`config.mk`:
```
export PLATFORM = sky130hd
export DESIGN_NAME = wav_header_parser
export DESIGN_NICKNAME = d
export VERILOG_FILES = /design/src/rtl/wav_pkg.sv /design/src/rtl/wav_header_parser.sv
export SDC_FILE = /design/constraint.sdc
export NUM_CORES = 1
export LEC_CHECK = 0
export ABC_CLOCK_PERIOD_IN_PS = 10100
export BUFFER_PORTS_ARGS = -buffer_cell sky130_fd_sc_hd__buf_4
export CORE_UTILIZATION = 55
export DETAILED_ROUTE_END_ITERATION = 8
export GPL_TIMING_DRIVEN = 1
export PLACE_DENSITY = 0.79
export SYNTH_ARGS = -nofsm -noshare
export SYNTH_HDL_FRONTEND = slang
export SYNTH_SLANG_ARGS = --single-unit
export TNS_END_PERCENT = 100
```
`constraint.sdc`:
```
create_clock -name clk_sys -period 10.1 [get_ports clk_sys]
set_input_delay 1.515 -clock clk_sys [delete_from_list [all_inputs] [get_ports clk_sys]]
set_output_delay 1.515 -clock clk_sys [all_outputs]
set_load 0.05 [all_outputs]
```
`src/rtl/wav_pkg.sv`:
```
// Shared types and constants for the RIFF/WAVE header snooper.
// Latency: n/a (package only).
// Backpressure: n/a (package only).
package wav_pkg;

  typedef enum logic [3:0] {
    IDLE,
    RIFF_ID,
    RIFF_SIZE,
    WAVE_ID,
    CK_ID,
    CK_SIZE,
    FMT_BODY,
    SKIP,
    PAD,
    DONE,
    ERR
  } state_t;

  localparam logic [2:0] ERR_NONE      = 3'd0;
  localparam logic [2:0] ERR_RIFF      = 3'd1;
  localparam logic [2:0] ERR_WAVE      = 3'd2;
  localparam logic [2:0] ERR_GAP       = 3'd3;
  localparam logic [2:0] ERR_FMT_SHORT = 3'd4;
  localparam logic [2:0] ERR_NO_FMT    = 3'd5;
  localparam logic [2:0] ERR_UNSUP     = 3'd6;
  localparam logic [2:0] ERR_TRUNC     = 3'd7;

  // FOURCCs in received byte order: first byte on the wire is bits [31:24].
  localparam logic [31:0] FCC_RIFF = 32'h52494646;
  localparam logic [31:0] FCC_WAVE = 32'h57415645;
  localparam logic [31:0] FCC_FMT  = 32'h666D7420;
  localparam logic [31:0] FCC_DATA = 32'h64617461;

  // Little-endian assembled word -> received byte order.
  function automatic logic [31:0] bswap32(input logic [31:0] w);
    return {w[7:0], w[15:8], w[23:16], w[31:24]};
  endfunction

endpackage

```
`src/rtl/wav_header_parser.sv`:
```
// Snoops the download byte stream and parses the RIFF/WAVE header, publishing PCM format and data chunk location.
// Latency: each byte is consumed in its strobe cycle; outputs update one cycle after the byte that completes them.
// Backpressure: none; accepts one byte per cycle, i_start pre-empts everything.
//
// Ports: clk_sys/reset (async, active-high); i_start/i_end download framing pulses;
// i_wr/i_addr/i_data byte strobe; o_busy/o_valid/o_error status; o_channels/o_rate/o_bits
// PCM format; o_data_start/o_data_len location of the sample data.
module wav_header_parser
  import wav_pkg::*;
#(
  parameter int ADDR_W = 25
) (
  input  logic              clk_sys,
  input  logic              reset,
  input  logic              i_start,
  input  logic              i_end,
  input  logic              i_wr,
  input  logic [ADDR_W-1:0] i_addr,
  input  logic [7:0]        i_data,
  output logic              o_busy,
  output logic              o_valid,
  output logic [2:0]        o_error,
  output logic [15:0]       o_channels,
  output logic [31:0]       o_rate,
  output logic [15:0]       o_bits,
  output logic [ADDR_W-1:0] o_data_start,
  output logic [31:0]       o_data_len
);

  state_t              state, state_nxt;
  logic [ADDR_W-1:0]   exp_addr, exp_nxt;
  logic [23:0]         sh, sh_nxt;        // three earlier bytes of the current field
  logic [1:0]          idx, idx_nxt;      // byte position within a 4-byte field
  logic [31:0]         remain, remain_nxt;
  logic [4:0]          off, off_nxt;      // fmt body offset, saturates at 16
  logic                odd, odd_nxt;      // current chunk size is odd -> pad byte follows
  logic [31:0]         ck_id, ck_id_nxt;
  logic [15:0]         tag, tag_nxt;
  logic                fmt_seen, fmt_seen_nxt;
  logic [2:0]          err_nxt;
  logic [15:0]         chan_nxt, bits_nxt;
  logic [31:0]         rate_nxt, len_nxt;
  logic [ADDR_W-1:0]   start_nxt;
  logic [31:0]         word;              // field value (LE) including the current byte
  logic                parsing;

  assign word    = {i_data, sh};
  assign parsing = (state != IDLE) && (state != DONE) && (state != ERR);

  // State register
  always_ff @(posedge clk_sys or posedge reset) begin
    if (reset) state <= IDLE;
    else       state <= state_nxt;
  end

  // Next-state and datapath
  always_comb begin
    state_nxt    = state;
    exp_nxt      = exp_addr;
    sh_nxt       = sh;
    idx_nxt      = idx;
    remain_nxt   = remain;
    off_nxt      = off;
    odd_nxt      = odd;
    ck_id_nxt    = ck_id;
    tag_nxt      = tag;
    fmt_seen_nxt = fmt_seen;
    err_nxt      = o_error;
    chan_nxt     = o_channels;
    rate_nxt     = o_rate;
    bits_nxt     = o_bits;
    start_nxt    = o_data_start;
    len_nxt      = o_data_len;

    if (i_start) begin
      state_nxt    = RIFF_ID;
      exp_nxt      = '0;
      sh_nxt       = '0;
      idx_nxt      = '0;
      remain_nxt   = '0;
      off_nxt      = '0;
      odd_nxt      = 1'b0;
      ck_id_nxt    = '0;
      tag_nxt      = '0;
      fmt_seen_nxt = 1'b0;
      err_nxt      = ERR_NONE;
      chan_nxt     = '0;
      rate_nxt     = '0;
      bits_nxt     = '0;
      start_nxt    = '0;
      len_nxt      = '0;
    end else begin
      if (i_wr && parsing) begin
        if (i_addr != exp_addr) begin
          state_nxt = ERR;
          err_nxt   = ERR_GAP;
        end else begin
          exp_nxt = exp_addr + ADDR_W'(1);
          sh_nxt  = word[31:8];
          idx_nxt = idx + 2'd1;
          case (state)
            // Magic bytes are checked one at a time so the error lands on the offending byte.
            RIFF_ID: begin
              if (i_data != FCC_RIFF[{~idx, 3'b000} +: 8]) begin
                state_nxt = ERR;
                err_nxt   = ERR_RIFF;
              end else if (idx == 2'd3) begin
                state_nxt = RIFF_SIZE;
              end
            end
            RIFF_SIZE: if (idx == 2'd3) state_nxt = WAVE_ID;
            WAVE_ID: begin
              if (i_data != FCC_WAVE[{~idx, 3'b000} +: 8]) begin
                state_nxt = ERR;
                err_nxt   = ERR_WAVE;
              end else if (idx == 2'd3) begin
                state_nxt = CK_ID;
              end
            end
            CK_ID: begin
              if (idx == 2'd3) begin
                ck_id_nxt = bswap32(word);
                state_nxt = CK_SIZE;
              end
            end
            CK_SIZE: begin
              if (idx == 2'd3) begin
                odd_nxt    = word[0];
                remain_nxt = word;
                off_nxt    = '0;
                if (ck_id == FCC_FMT) begin
                  if (word < 32'd16) begin
                    state_nxt = ERR;
                    err_nxt   = ERR_FMT_SHORT;
                  end else begin
                    state_nxt = FMT_BODY;
                  end
                end else if (ck_id == FCC_DATA) begin
                  if (!fmt_seen) begin
                    state_nxt = ERR;
                    err_nxt   = ERR_NO_FMT;
                  end else begin
                    start_nxt = exp_addr + ADDR_W'(1);
                    len_nxt   = word;
                    state_nxt = DONE;
                  end
                end else if (word == 32'd0) begin
                  state_nxt = CK_ID;
                end else begin
                  state_nxt = SKIP;
                end
              end
            end
            FMT_BODY: begin
              case (off)
                5'd0:    tag_nxt[7:0]   = i_data;
                5'd1:    tag_nxt[15:8]  = i_data;
                5'd2:    chan_nxt[7:0]  = i_data;
                5'd3:    chan_nxt[15:8] = i_data;
                5'd4:    rate_nxt[7:0]  = i_data;
                5'd5:    rate_nxt[15:8] = i_data;
                5'd6:    rate_nxt[23:16] = i_data;
                5'd7:    rate_nxt[31:24] = i_data;
                5'd14:   bits_nxt[7:0]  = i_data;
                5'd15:   bits_nxt[15:8] = i_data;
                default: ;
              endcase
              if (off != 5'd16) off_nxt = off + 5'd1;
              remain_nxt = remain - 32'd1;
              // Validation uses the post-byte values: the last body byte may be the bits MSB.
              if (remain == 32'd1) begin
                if (tag_nxt != 16'd1 ||
                    !(chan_nxt == 16'd1 || chan_nxt == 16'd2) ||
                    !(bits_nxt == 16'd8 || bits_nxt == 16'd16)) begin
                  state_nxt = ERR;
                  err_nxt   = ERR_UNSUP;
                end else begin
                  fmt_seen_nxt = 1'b1;
                  state_nxt    = odd ? PAD : CK_ID;
                end
              end
            end
            SKIP: begin
              remain_nxt = remain - 32'd1;
              if (remain == 32'd1) state_nxt = odd ? PAD : CK_ID;
            end
            PAD:     state_nxt = CK_ID;
            default: ;
          endcase
          // Every field starts on byte 0.
          if (state_nxt != state) idx_nxt = '0;
        end
      end
      // The byte in the same cycle is processed first; only a still-open parse is truncated.
      if (i_end && parsing && state_nxt != DONE && state_nxt != ERR) begin
        state_nxt = ERR;
        err_nxt   = ERR_TRUNC;
      end
    end
  end

  // Outputs decoded from the registered state
  always_comb begin
    o_busy  = parsing;
    o_valid = (state == DONE);
  end

  always_ff @(posedge clk_sys or posedge reset) begin
    if (reset) begin
      exp_addr     <= '0;
      sh           <= '0;
      idx          <= '0;
      remain       <= '0;
      off          <= '0;
      odd          <= 1'b0;
      ck_id        <= '0;
      tag          <= '0;
      fmt_seen     <= 1'b0;
      o_error      <= ERR_NONE;
      o_channels   <= '0;
      o_rate       <= '0;
      o_bits       <= '0;
      o_data_start <= '0;
      o_data_len   <= '0;
    end else begin
      exp_addr     <= exp_nxt;
      sh           <= sh_nxt;
      idx          <= idx_nxt;
      remain       <= remain_nxt;
      off          <= off_nxt;
      odd          <= odd_nxt;
      ck_id        <= ck_id_nxt;
      tag          <= tag_nxt;
      fmt_seen     <= fmt_seen_nxt;
      o_error      <= err_nxt;
      o_channels   <= chan_nxt;
      o_rate       <= rate_nxt;
      o_bits       <= bits_nxt;
      o_data_start <= start_nxt;
      o_data_len   <= len_nxt;
    end
  end

endmodule

```
After elaboration in Yosys (flattened, before gate mapping)
Index checks and enable logic that the tools add are counted.
{ "op_classes": {"n_mux": 142, "n_bitwise": 1, "order_cmp": 1, "div": 0, "mul": 0, "n_shift": 2, "n_eq_ne": 49, "addsub": 4, "reduce_logical": 45} }
{ "ops": {"columns": ["operator", "count"], "rows": [
  ["2-to-1 mux 32 bit", 21],
  ["2-to-1 mux 25 bit", 11],
  ["2-to-1 mux 8 bit", 34],
  ["2-to-1 mux 16 bit", 12],
  ["2-to-1 mux 4 bit", 22],
  ["2-to-1 mux 24 bit", 3],
  ["== test 32 x 31 -> 1 bit, second input constant", 2],
  ["one-hot mux 32 bit (2 select lines)", 1],
  ["variable part select 32 x 6 -> 8 bit, first input constant", 2],
  ["2-to-1 mux 3 bit", 13],
  ["== test 32 x 1 -> 1 bit, second input constant", 1],
  ["logical NOT 32 bit", 1],
  ["< comparator 32 x 5 -> 1 bit, second input constant", 1],
  ["one-hot mux 4 bit (8 select lines)", 1],
  ["subtractor 32 x 1 -> 32 bit, second input constant", 1],
  ["inequality test 5 bit, second input constant", 6],
  ["AND reduction 4 bit", 7],
  ["adder 25 x 1 -> 25 bit, second input constant", 1],
  ["2-to-1 mux 5 bit", 5],
  ["inequality test 25 bit", 1],
  ["nonzero test 2 bit", 12],
  ["== test 5 x 3 -> 1 bit, second input constant", 4],
  ["inequality test 6 bit, second input constant", 3],
  ["== test 16 x 1 -> 1 bit, second input constant", 1],
  ["other kinds (37)", 78]
]} }
{ "word_totals": {"ff_bits": 266, "input_bits": 38, "ram_bits": 0, "latchBits": 0, "memories": 0, "wordCells": 263, "output_inout_bits": 126, "romBits": 0} }

Depth between registers and ports, before layout
Gate-level depths: netlist of run 1.
{ "logic_depth": {"word_depth": 25, "depth_mapped": 12, "ltp_nobuf": 10} }

Worst setup path before layout of run 1
OpenSTA, ideal clock, no wires.
{ "synth_timing": {"path_type": "input port to flip-flop", "from": "in i_data[5]", "to": "reg o_error[2]", "arrival_ns": 3.840, "path_buffers": 2, "required_time_ns": 10.010, "cell_stages": 10, "slack_ns": 6.170, "setup_time_ns": 0.090, "path_cell_list": "buf_2 or3_4 nor4b_2 o22ai_1 or4_1 buf_2 nand3_2 a32o_2 or4b_4 o2111ai_1"} }
{ "synth_between": {"elab_chain_len": 24} }
{ "synth_rtl": {"columns": ["item", "line_no", "source"], "rows": [
  ["from (decl)", "wav_header_parser.sv:19", "input logic [7:0] i_data,"],
  ["2-to-1 mux 8 bit", "wav_header_parser.sv:155", "case (off)"],
  ["2-to-1 mux 8 bit", "wav_header_parser.sv:101", "case (state)"],
  ["2-to-1 mux 8 bit", "wav_header_parser.sv:94", "if (i_addr != exp_addr) begin"],
  ["2-to-1 mux 8 bit", "wav_header_parser.sv:93", "if (i_wr && parsing) begin"],
  ["2-to-1 mux 8 bit", "wav_header_parser.sv:75", "if (i_start) begin"],
  ["== test 16 x 1 -> 1 bit or == test 16 x 2 -> 1 bit (tied branches)", "wav_header_parser.sv:173", "!(chan_nxt == 16'd1 || chan_nxt == 16'd2) ||"],
  ["logical OR 1 bit", "wav_header_parser.sv:173", null],
  ["logical NOT 1 bit", "wav_header_parser.sv:173", null],
  ["[7 not listed]", null, null],
  ["2-to-1 mux 4 bit", "wav_header_parser.sv:75", null],
  ["2-to-1 mux 4 bit", "wav_header_parser.sv:94", null],
  ["2-to-1 mux 4 bit", "wav_header_parser.sv:93", null],
  ["2-to-1 mux 4 bit", "wav_header_parser.sv:75", null],
  ["inequality test 4 bit", "wav_header_parser.sv:195", "if (i_end && parsing && state_nxt != DONE && state_nxt != ERR) begin"],
  ["logical AND 1 bit (2 in a row)", "wav_header_parser.sv:195", null],
  ["inequality test 6 bit (no source line), or another cell as far along", null, null],
  ["AND reduction 10 bit (no source line) or 2-to-1 mux 3 bit (tied branches)", null, null],
  ["to (signal assigned)", "wav_header_parser.sv:235", "o_error <= err_nxt;"],
  ["to (decl)", "wav_header_parser.sv:22", "output logic [2:0] o_error,"]
]} }
Parallel ways exist; a longest one is shown, timed or not. The select of a mux whose other input is x is not followed.
A chain may end at the register's enable or synchronous reset.

Worst setup path in the final report of run 1
{ "layout_timing": {"from": "in i_addr[12]", "to": "reg ck_id[19]"} }
{ "layout_between": {"elab_chain_len": 3} }
{ "layout_rtl": {"columns": ["item", "line_no", "source"], "rows": [
  ["from (decl)", "wav_header_parser.sv:18", "input logic [ADDR_W-1:0] i_addr,"],
  ["inequality test 25 bit", "wav_header_parser.sv:94", null],
  ["inequality test 2 bit (no source line)", null, null],
  ["AND reduction 4 bit (no source line)", null, null],
  ["to (signal assigned)", "wav_header_parser.sv:232", "ck_id <= ck_id_nxt;"],
  ["to (decl)", "wav_header_parser.sv:37", "logic [31:0] ck_id, ck_id_nxt;"]
]} }
No other way between the ends.

==> results of run 1 <==
==> per-layer routing <==
layer,global-route usage,routed length [um],vias to the layer above
li1,-,-,5416
met1,0.403,16000,5790
met2,0.472,17700,530
met3,0.0398,2750,69
met4,0.0793,854,0
met5,0,0,-
==> final timing paths <==
| check | slack (ns) | from | endpoint | cells after the start |
|---|---|---|---|---|
| max | 6.10 | i_addr[12] | ck_id[19]$_DFFE_PP0P_ | 9 |
| min | 0.47 | o_data_len[18]$_DFFE_PP0P_ | o_data_len[18]$_DFFE_PP0P_ | 2 |
| max reg2reg | 6.10 | state[0]$_DFF_PP0_ | ck_id[19]$_DFFE_PP0P_ | 8 |
| min reg2reg | 0.47 | o_data_len[18]$_DFFE_PP0P_ | o_data_len[18]$_DFFE_PP0P_ | 2 |
| max in group asynchronous | 7.44 | reset | remain[9]$_DFFE_PP0P_ | 3 |
| min in group asynchronous | 1.06 | reset | o_rate[30]$_DFFE_PP0P_ | 2 |
==> stage by stage <==
stage                     instances  setup WS [ns]  hold slack [ns]   util
final                          1931           6.10            0.465  0.657
after global routing           1931           5.83            0.491  0.657
after CTS                      1931           6.14            0.472  0.657
after detailed placement       1880           5.62            0.458  0.618
after global placement         1880           5.75            0.451  0.618
after floorplan                1490           1.26            0.461      -
==> cells in the final DEF (no fill, tap or decap), types with 18 or more instances in the layout <==
| cell type | count |
|---|---|
| dfrtp_1 | 266 |
| nor2_1 | 213 |
| nand2_1 | 197 |
| buf_4 | 175 |
| mux2i_1 | 114 |
| a21oi_1 | 76 |
| o21ai_0 | 67 |
| nand4_1 | 49 |
| xnor2_1 | 48 |
| nor4_1 | 34 |
| xor2_1 | 32 |
| o31ai_1 | 31 |
| clkbuf_16 | 29 |
| nor3_1 | 25 |
| nand3_1 | 22 |
| inv_1 | 18 |
| and3_1 | 18 |
==> worst max-delay path: cells and delay by family <==
family / cells / cell delay (ns)
AND/OR/NAND/NOR: 5 / 1.92
buffers and inverters: 2 / 0.45
multiplexers: 1 / 0.29
XOR/XNOR: 1 / 0.18
==> cell type report <==
| cell class | instances | share of cell area |
|---|---|---|
| Multi-Input combinational cell | 1095 | 0.415 |
| Sequential cell | 266 | 0.413 |
| Timing Repair Buffer | 176 | 0.0823 |
| Clock buffer | 39 | 0.0505 |
| Tap cell | 324 | 0.0252 |
| Clock inverter | 12 | 0.00878 |
| Inverter | 19 | 0.00489 |
==> state kept, by name, indices dropped and copies added (netlist names) <==
register,flops
idx,2
sh,24
state,4
ck_id,32
odd,1
fmt_seen,1
o_data_start,25
o_rate,32
o_data_len,32
off,5
remain,32
o_error,3
tag,16
o_channels,16
exp_addr,25
o_bits,16
==> logic make-up (layout without fill, tap and decap cells) <==
logic type	count (synthesis)	count (layout)	synth area share
AOI/OAI and AO/OA	240	240	0.105
xor gates and xnor gates	80	80	0.0506
adders and majority gates	13	13	0.0117
buffers and inverters	129	246	0.0386
DFF	266	266	0.481
muxes	116	116	0.0840
and+or+nand+nor	646	646	0.229
==> power breakdown <==
group          leakage (uW)  total, uW  internal [uW]  switching [uW]
registers           0.00371       1090           1070            19.0
logic               0.00362        208           62.6             145
clock network      0.000473       1070            637             431
total               0.00780       2370           1770             596
==> impl_metrics.tcl, run 1 <==
set metrics [dict create \
    power.total_uw 2370 \
    power.leakage_uw 0.00780 \
    drive_above_1_share 0.157 \
    crit_path_end_kind "flop" \
    wl_per_cell_um 19.3 \
    multi_input_area_um2 6690 \
    synthCells 1490 \
    syn-cell-area_um2 13900 \
    synthTopCellsByArea "dfrtp_1 48%, mux2i_1 8.2%, nor2_1 5.8%, nand2_1 5.4%, xnor2_1 3.0%" \
    antenna_found_initial 0 \
    insertion_delay_ns 0.55 \
    die-area_um2 25800 \
    crit_required_ns 10.48 \
    startpoint_type "input port" \
    hold_viol_final 0 \
    area_growth_pct 16.3 \
    rsz0062_at_grt "no" \
    peakVddDrop_v 0.000130 \
    slowest_delay_ns 0.96 \
    grt_max_degree 114 \
    cts_setup_buffers 0 \
    first_global_vias 11400 \
    firstDrtPassIters 7 \
    fin_crit_sh 0.396 \
    cts_buffers 28 \
    grt_pass1_wl_um 60500 \
    initial_core_util 0.565 \
    slowest_stage "nor2_4" \
    fmax_mhz 250 \
    tightestPinTransition_ns 1.17 \
    ctsRootBufferMaster "clkbuf_16" \
    finClkSkew_ns 0.0106 \
    synth_top_cell_by_area "dfrtp_1" \
    nets 1637 \
    synthArstFlopShare 1.00 \
    wl_um 37300 \
    clkTransAtPathRegs_ns 0.06 \
    pin_count 164 \
    ys_seq_elements 266 \
    antenna_cells 0 \
    synth_top_cell_area_share 0.481 \
    worstPathArrival_ns 4.39 \
    drtIter0Drc 1052 \
    regArea_um2 6660 \
    yosysUniqueCellTypes 77 \
    synth_nets 1541 \
    outcome "completed" \
    dp_hpwl_um 23900 \
    numPortBuffers 163 \
    grt.total_usage 0.288 \
    slew_viol_final 0 \
    synthFlopType "dfrtp_1" \
    fill_cells 1970 \
    placed_cell_area_um2 15200 \
    clk_path_buf_depth 3 \
    cts_tree "yes" \
    synth_edf_count 0 \
    hold_buffers 0 \
    htree_levels 1 \
    critPathKind "in2reg" \
    numClockSinks 266 \
    cap_violations 0 \
    overflow 0 \
    hold_path.class "reg2reg" \
    fp-row-count 57 \
    worst_slew_margin_rel 0.216 \
    die_x_um 161 \
    setup_viol 0 \
    power.density_nw_per_um2 147 \
    core_um2 24500 \
    worstPathMaxFanout 38 \
    min_period_ns 4.00 \
    path_cells "buf_4, xnor2_1, nand4_1, nor4_1, nand3_1, buf_4, nor2_4, mux2i_1, nor2_1" \
    syn_avg_cell_area_um2 9.30 \
    yosysSeqAreaShare 0.481 \
    vias 11800 \
    vias_per_cell 6.11 \
    cp_common_cell "buf_4" \
    antenna_left 0 \
    ys_top_cells_by_count "266 x dfrtp_1, 214 x nor2_1, 198 x nand2_1" \
    cts_resized 0 \
    die_h_um 161 \
    drc_errors 0 \
    ys_warn_count 0 \
    post-synth-top-count-cell "dfrtp_1" \
    final_area_um2 16100 \
    tns_ns 0 \
    gp_congestion 0.924 \
]
No activity file was read; power rests on OpenSTA's default activity.
==> run 2: changes to the inputs <==
ABC_CLOCK_PERIOD_IN_PS = 3700   (was 10100)
clock period = 3.7 ns   (was 10.1 ns; I/O delays follow)
==> run 2 against run 1 <==
First-iteration DRC count increased by 2.8%. Non-clock buffer count increased by 30. Via count rose by 1.1%. Critical path type is now reg2reg. Setup slack worse by 5.9 ns. Utilization is 1.0 points higher. Wire length grew 3.5%. Sequential power increased to 2.7 times the previous value. Clock-buffer cell count grew 4.
==> impl_metrics.tcl, run 2 (synthesized netlist as in run 1, its figures left out) <==
set metrics [dict create \
    outcome "completed" \
    finClkSkew_ns 0.0134 \
    pin_count 164 \
    dp.cells 1910 \
    cts_setup_buffers 0 \
    fmax_mhz 286 \
    numClockSinks 266 \
    antenna_left 0 \
    cts_tree "yes" \
    fin_crit_sh 0.945 \
    path_cells "nor4_1, buf_4, nand4_1, or4_1, nand2b_1, a211oi_1, a32o_2, or4b_4, o2111ai_1" \
    drive_above_1_share 0.171 \
    core_um2 24500 \
    worstPathMaxFanout 5 \
    hold_buffers 0 \
    clkTransAtPathRegs_ns 0.07 \
    regArea_um2 6660 \
    hold_viol_final 0 \
    busiest_layer "met2" \
    htree_levels 1 \
    min_period_ns 3.50 \
    rsz0062_at_grt "no" \
    crit_family "simple AND/OR/NAND/NOR gates" \
    crit_path_start "sh[7]$_DFFE_PP0P_" \
    nets 1667 \
    slowest_stage "nor4_1" \
    r2r_start "sh[7]$_DFFE_PP0P_" \
    final_common_cell "dfrtp_1" \
    peakVddDrop_v 0.000322 \
    final_area_um2 16400 \
    ctsRootBufferMaster "clkbuf_16" \
    wl_per_cell_um 19.7 \
    hold_path.class "in2async" \
    critPathKind "reg2reg" \
    rrSetupSlack_ns 0.20 \
    overflow 0 \
    grtUsageMet2 0.490 \
    use_met3 0.0452 \
    crit_path_end_kind "flop" \
    reg2regPathDepth 9 \
    mostFrequentLayoutCells "266 x dfrtp_1, 213 x nor2_1, 199 x buf_4" \
    slew_viol_final 0 \
    cts_buffers 28 \
    drtIter0Drc 1081 \
    placed_cell_area_um2 15500 \
    vias_per_cell 6.09 \
    setup_viol 0 \
    first_global_vias 11600 \
    fill_cells 1969 \
    power.density_nw_per_um2 390 \
    firstDrtPassIters 8 \
    die_x_um 161 \
    antenna_found_initial 0 \
    grt_max_degree 84 \
    vias 11900 \
    area_growth_pct 18.1 \
    grt_pass1_wl_um 62600 \
    die-area_um2 25800 \
    worstPathArrival_ns 3.94 \
    fin_cells 1960 \
    slowest_delay_ns 0.60 \
    insertion_delay_ns 0.55 \
    grt.total_usage 0.300 \
    tightestPinTransition_ns 1.07 \
    fp-row-count 57 \
    wl_um 38600 \
    gp_congestion 0.932 \
    dp_hpwl_um 26100 \
    die_h_um 161 \
    antenna_cells 0 \
    cp_num_buf_inv 1 \
    multi_input_area_um2 6690 \
    crit_required_ns 4.14 \
    startpoint_type "flop" \
    drc_errors 0 \
    clk_path_buf_depth 3 \
    rr_endpoint "o_error[2]$_DFFE_PP0P_" \
    met1_usage 0.422 \
    power.leakage_uw 0.00795 \
    cts_resized 0 \
    worst_slew_margin_rel 0.284 \
    numPortBuffers 163 \
    initial_core_util 0.565 \
    cap_violations 0 \
]
==> run 2: cell count changes in the layout (fill, tap and decap cells not counted) <==
| cell | previous run | this run |
|---|---|---|
| buf_12 | 0 | 6 |
| buf_4 | 175 | 199 |
| bufinv_16 | 3 | 1 |
| clkbuf_1 | 5 | 7 |
| clkbuf_8 | 5 | 7 |
| clkinv_2 | 7 | 5 |
| clkinv_4 | 1 | 0 |
| inv_6 | 0 | 1 |
| inv_8 | 1 | 0 |
==> run 2: metrics by stage <==
step	setup WS [ns]	util	hold WS, ns	total power [uW]	setup TNS, ns
floorplan	-0.366	-	0.461	3420	-97.49
global placement	0.278	0.630	0.452	3630	0
detailed placement	0.209	0.630	0.462	3640	0
CTS	0.207	0.667	0.198	6400	0
global route	0.0760	0.667	0.238	6570	0
finish	0.202	0.667	0.188	6370	0
==> run 2: worst max path at each step <==
stage / end / slack (ns) / cells past startpoint
2_1_floorplan: ck_id[0]$_DFFE_PP0P_ / -0.37 / 1
3_3_place_gp: o_error[2]$_DFFE_PP0P_ / 0.28 / 9
3_5_place_dp: o_error[2]$_DFFE_PP0P_ / 0.21 / 9
4_1_cts: o_error[2]$_DFFE_PP0P_ / 0.21 / 9
5_1_grt: o_error[2]$_DFFE_PP0P_ / 0.08 / 9
6_report: o_error[2]$_DFFE_PP0P_ / 0.20 / 9
==> run 2: metal layers <==
layer,part of all wire,up-vias
met1,0.43,5878
met2,0.48,507
met3,0.073,65
met5,0,-
li1,-,5483
met4,0.022,0
==> run 2: final cells by class <==
type,instances,share of cell area
Clock inverter,7,0.00390
Clock buffer,43,0.0518
Inverter,19,0.00459
Timing Repair Buffer,206,0.0993
Tap cell,324,0.0248
Sequential cell,266,0.407
Multi-Input combinational cell,1095,0.409
==> run 2: worst reg2reg max path: stages (launching register included) <==
cell	delay, ns
dfrtp_1	0.46
nor4_1	0.60
buf_4	0.24
nand4_1	0.13
or4_1	0.57
nand2b_1	0.16
a211oi_1	0.37
a32o_2	0.28
or4b_4	0.49
o2111ai_1	0.11
==> run 2: where the power goes <==
part	total (uW)	internal [uW]	leakage [uW]	switching, uW
clock	2780	1640	0.000454	1140
sequential	2960	2930	0.00371	33.1
combinational	630	202	0.00379	428
==> run 3: changes to the inputs <==
ABC_CLOCK_PERIOD_IN_PS = 2900   (was 3700)
CORE_UTILIZATION = 53   (was 55)
clock period = 2.9 ns   (was 3.7 ns; I/O delays follow)
==> run 3 against run 2 <==
The run now ends with setup timing left. Final area up 10%. Flip-flop and latch count unchanged. Clock power up 48%. Via count up 6.3%. Setup slack worse by 0.35 ns. Largest power group is now the clock network.
==> impl_metrics.tcl, run 3 (synthesized netlist as in run 1, its figures left out) <==
set metrics [dict create \
    vias 12700 \
    violations "setup timing" \
    overflow 0 \
    area_growth_pct 30.5 \
    final_common_cell "buf_4" \
    grt.total_usage 0.315 \
    insertion_delay_ns 0.56 \
    reg2regPathDepth 10 \
    dp_hpwl_um 28200 \
    power.leakage_uw 0.00888 \
    antenna_found_initial 1 \
    worstPathMaxFanout 4 \
    grt_pass1_wl_um 66800 \
    numClockSinks 266 \
    drive_above_1_share 0.270 \
    gp_congestion 0.930 \
    pin_count 164 \
    fmax_mhz 328 \
    outcome "complete, but fails checks" \
    clkTransAtPathRegs_ns 0.07 \
    slowest_delay_ns 0.59 \
    mostFrequentLayoutCells "338 x buf_4, 264 x dfrtp_1, 213 x nor2_1" \
    finClkSkew_ns 0.0230 \
    fin_cells 2119 \
    die_h_um 164 \
    clk_path_buf_depth 3 \
    crit_required_ns 3.34 \
    vias_per_cell 5.99 \
    tightestPinTransition_ns 0.822 \
    rsz0062_at_grt "yes" \
    slowest_stage "or4_4" \
    drc_errors 0 \
    numPortBuffers 163 \
    startpoint_type "flop" \
    crit_path_end_kind "flop" \
    first_global_vias 12500 \
    die-area_um2 26800 \
    tns_ns -0.841 \
    wl_um 41700 \
    fin_crit_sh 1.05 \
    slew_viol_final 0 \
    hold_path.class "in2async" \
    wl_per_cell_um 19.7 \
    rrSetupSlack_ns -0.14 \
    r2r_start "off[1]$_DFFE_PP0P_" \
    ctsRootBufferMaster "clkbuf_16" \
    path_cells "ha_2, and3_4, ha_4, o2bb2ai_2, or3b_1, or4_4, nor3_2, o32a_1, and4bb_1, a211o_1" \
    fin_ws_ns -0.145 \
    rr_endpoint "state[0]$_DFF_PP0_" \
    htree_levels 1 \
    fin_util 0.712 \
    power.density_nw_per_um2 489 \
    cts_tree "yes" \
    antenna_left 0 \
    peakVddDrop_v 0.000494 \
    grt_max_degree 150 \
    cap_violations 0 \
    cts_buffers 29 \
    firstDrtPassIters 8 \
    worst_slew_margin_rel 0.452 \
    drtIter0Drc 1183 \
    dp.cells 2058 \
    antenna_cells 0 \
    min_period_ns 3.04 \
    nets 1818 \
    worstPathArrival_ns 3.48 \
    core_um2 25400 \
    fp-row-count 58 \
    hold_viol_final 0 \
    power.total_uw 8840 \
    initial_core_util 0.545 \
    setup_viol 7 \
    critPathKind "reg2reg" \
    die_x_um 164 \
]
==> run 3: repair_timing <==
item                       in CTS  in global routing
pin swaps                      28                 15
gates resized for setup        41                 26
setup endpoints to repair      35                144
hold endpoints to repair        0                  0
cloned                          0                  0
hold buffers                    0                  0
setup buffers                   3                  5
==> run 3: how the worst max path moves through the flow <==
stage	slack (ns)	cells after the start	startpoint	to
floorplan	-1.05	1	reset	ck_id[0]$_DFFE_PP0P_
global placement	-0.19	10	i_data[1]	o_error[2]$_DFFE_PP0P_
detailed placement	-0.26	10	i_data[1]	o_error[2]$_DFFE_PP0P_
CTS	-0.07	10	off[1]$_DFFE_PP0P_	state[0]$_DFF_PP0_
global route	-0.22	10	off[1]$_DFFE_PP0P_	state[0]$_DFF_PP0_
finish	-0.14	10	off[1]$_DFFE_PP0P_	state[0]$_DFF_PP0_
==> run 3: metal layers <==
layer	global-route usage	vias up	routed length (um)
met5	0	-	14
met4	0.105	2	1280
met3	0.0477	109	3090
met2	0.514	585	19800
met1	0.430	6207	17600
li1	-	5787	-
==> run 3: critical path: cells and delay by family (launching register included) <==
kind / cells / cell delay [ns]
and+or+nand+nor: 5 / 1.50
AOI/OAI and AO/OA: 3 / 0.62
DFF: 1 / 0.43
adders and majority gates: 2 / 0.38
==> run 3: stage by stage <==
stage               setup slack, ns  cell area, um^2  hold slack (ns)
floorplan                     -1.05            13900            0.461
global placement             -0.195            16600            0.452
detailed placement           -0.261            16600            0.460
CTS                         -0.0706            17900            0.140
global route                 -0.225            18100            0.175
finish                       -0.145            18100           0.0916
==> run 3: power by group <==
group | internal [uW] | total [uW] | switching (uW)
Combinational | 341 | 939 | 598
Sequential | 3740 | 3770 | 37.3
Clock | 2590 | 4120 | 1530
==> run 3: layout make-up <==
cell class / count / area (um^2)
clock inverters: 10 / 209
fillers: 1862 / 7320
clock buffers: 43 / 868
flip-flops and latches: 266 / 6660
multi-input cells: 1095 / 6990
repair buffers: 356 / 2860
inverters: 19 / 77.6
well taps: 330 / 413
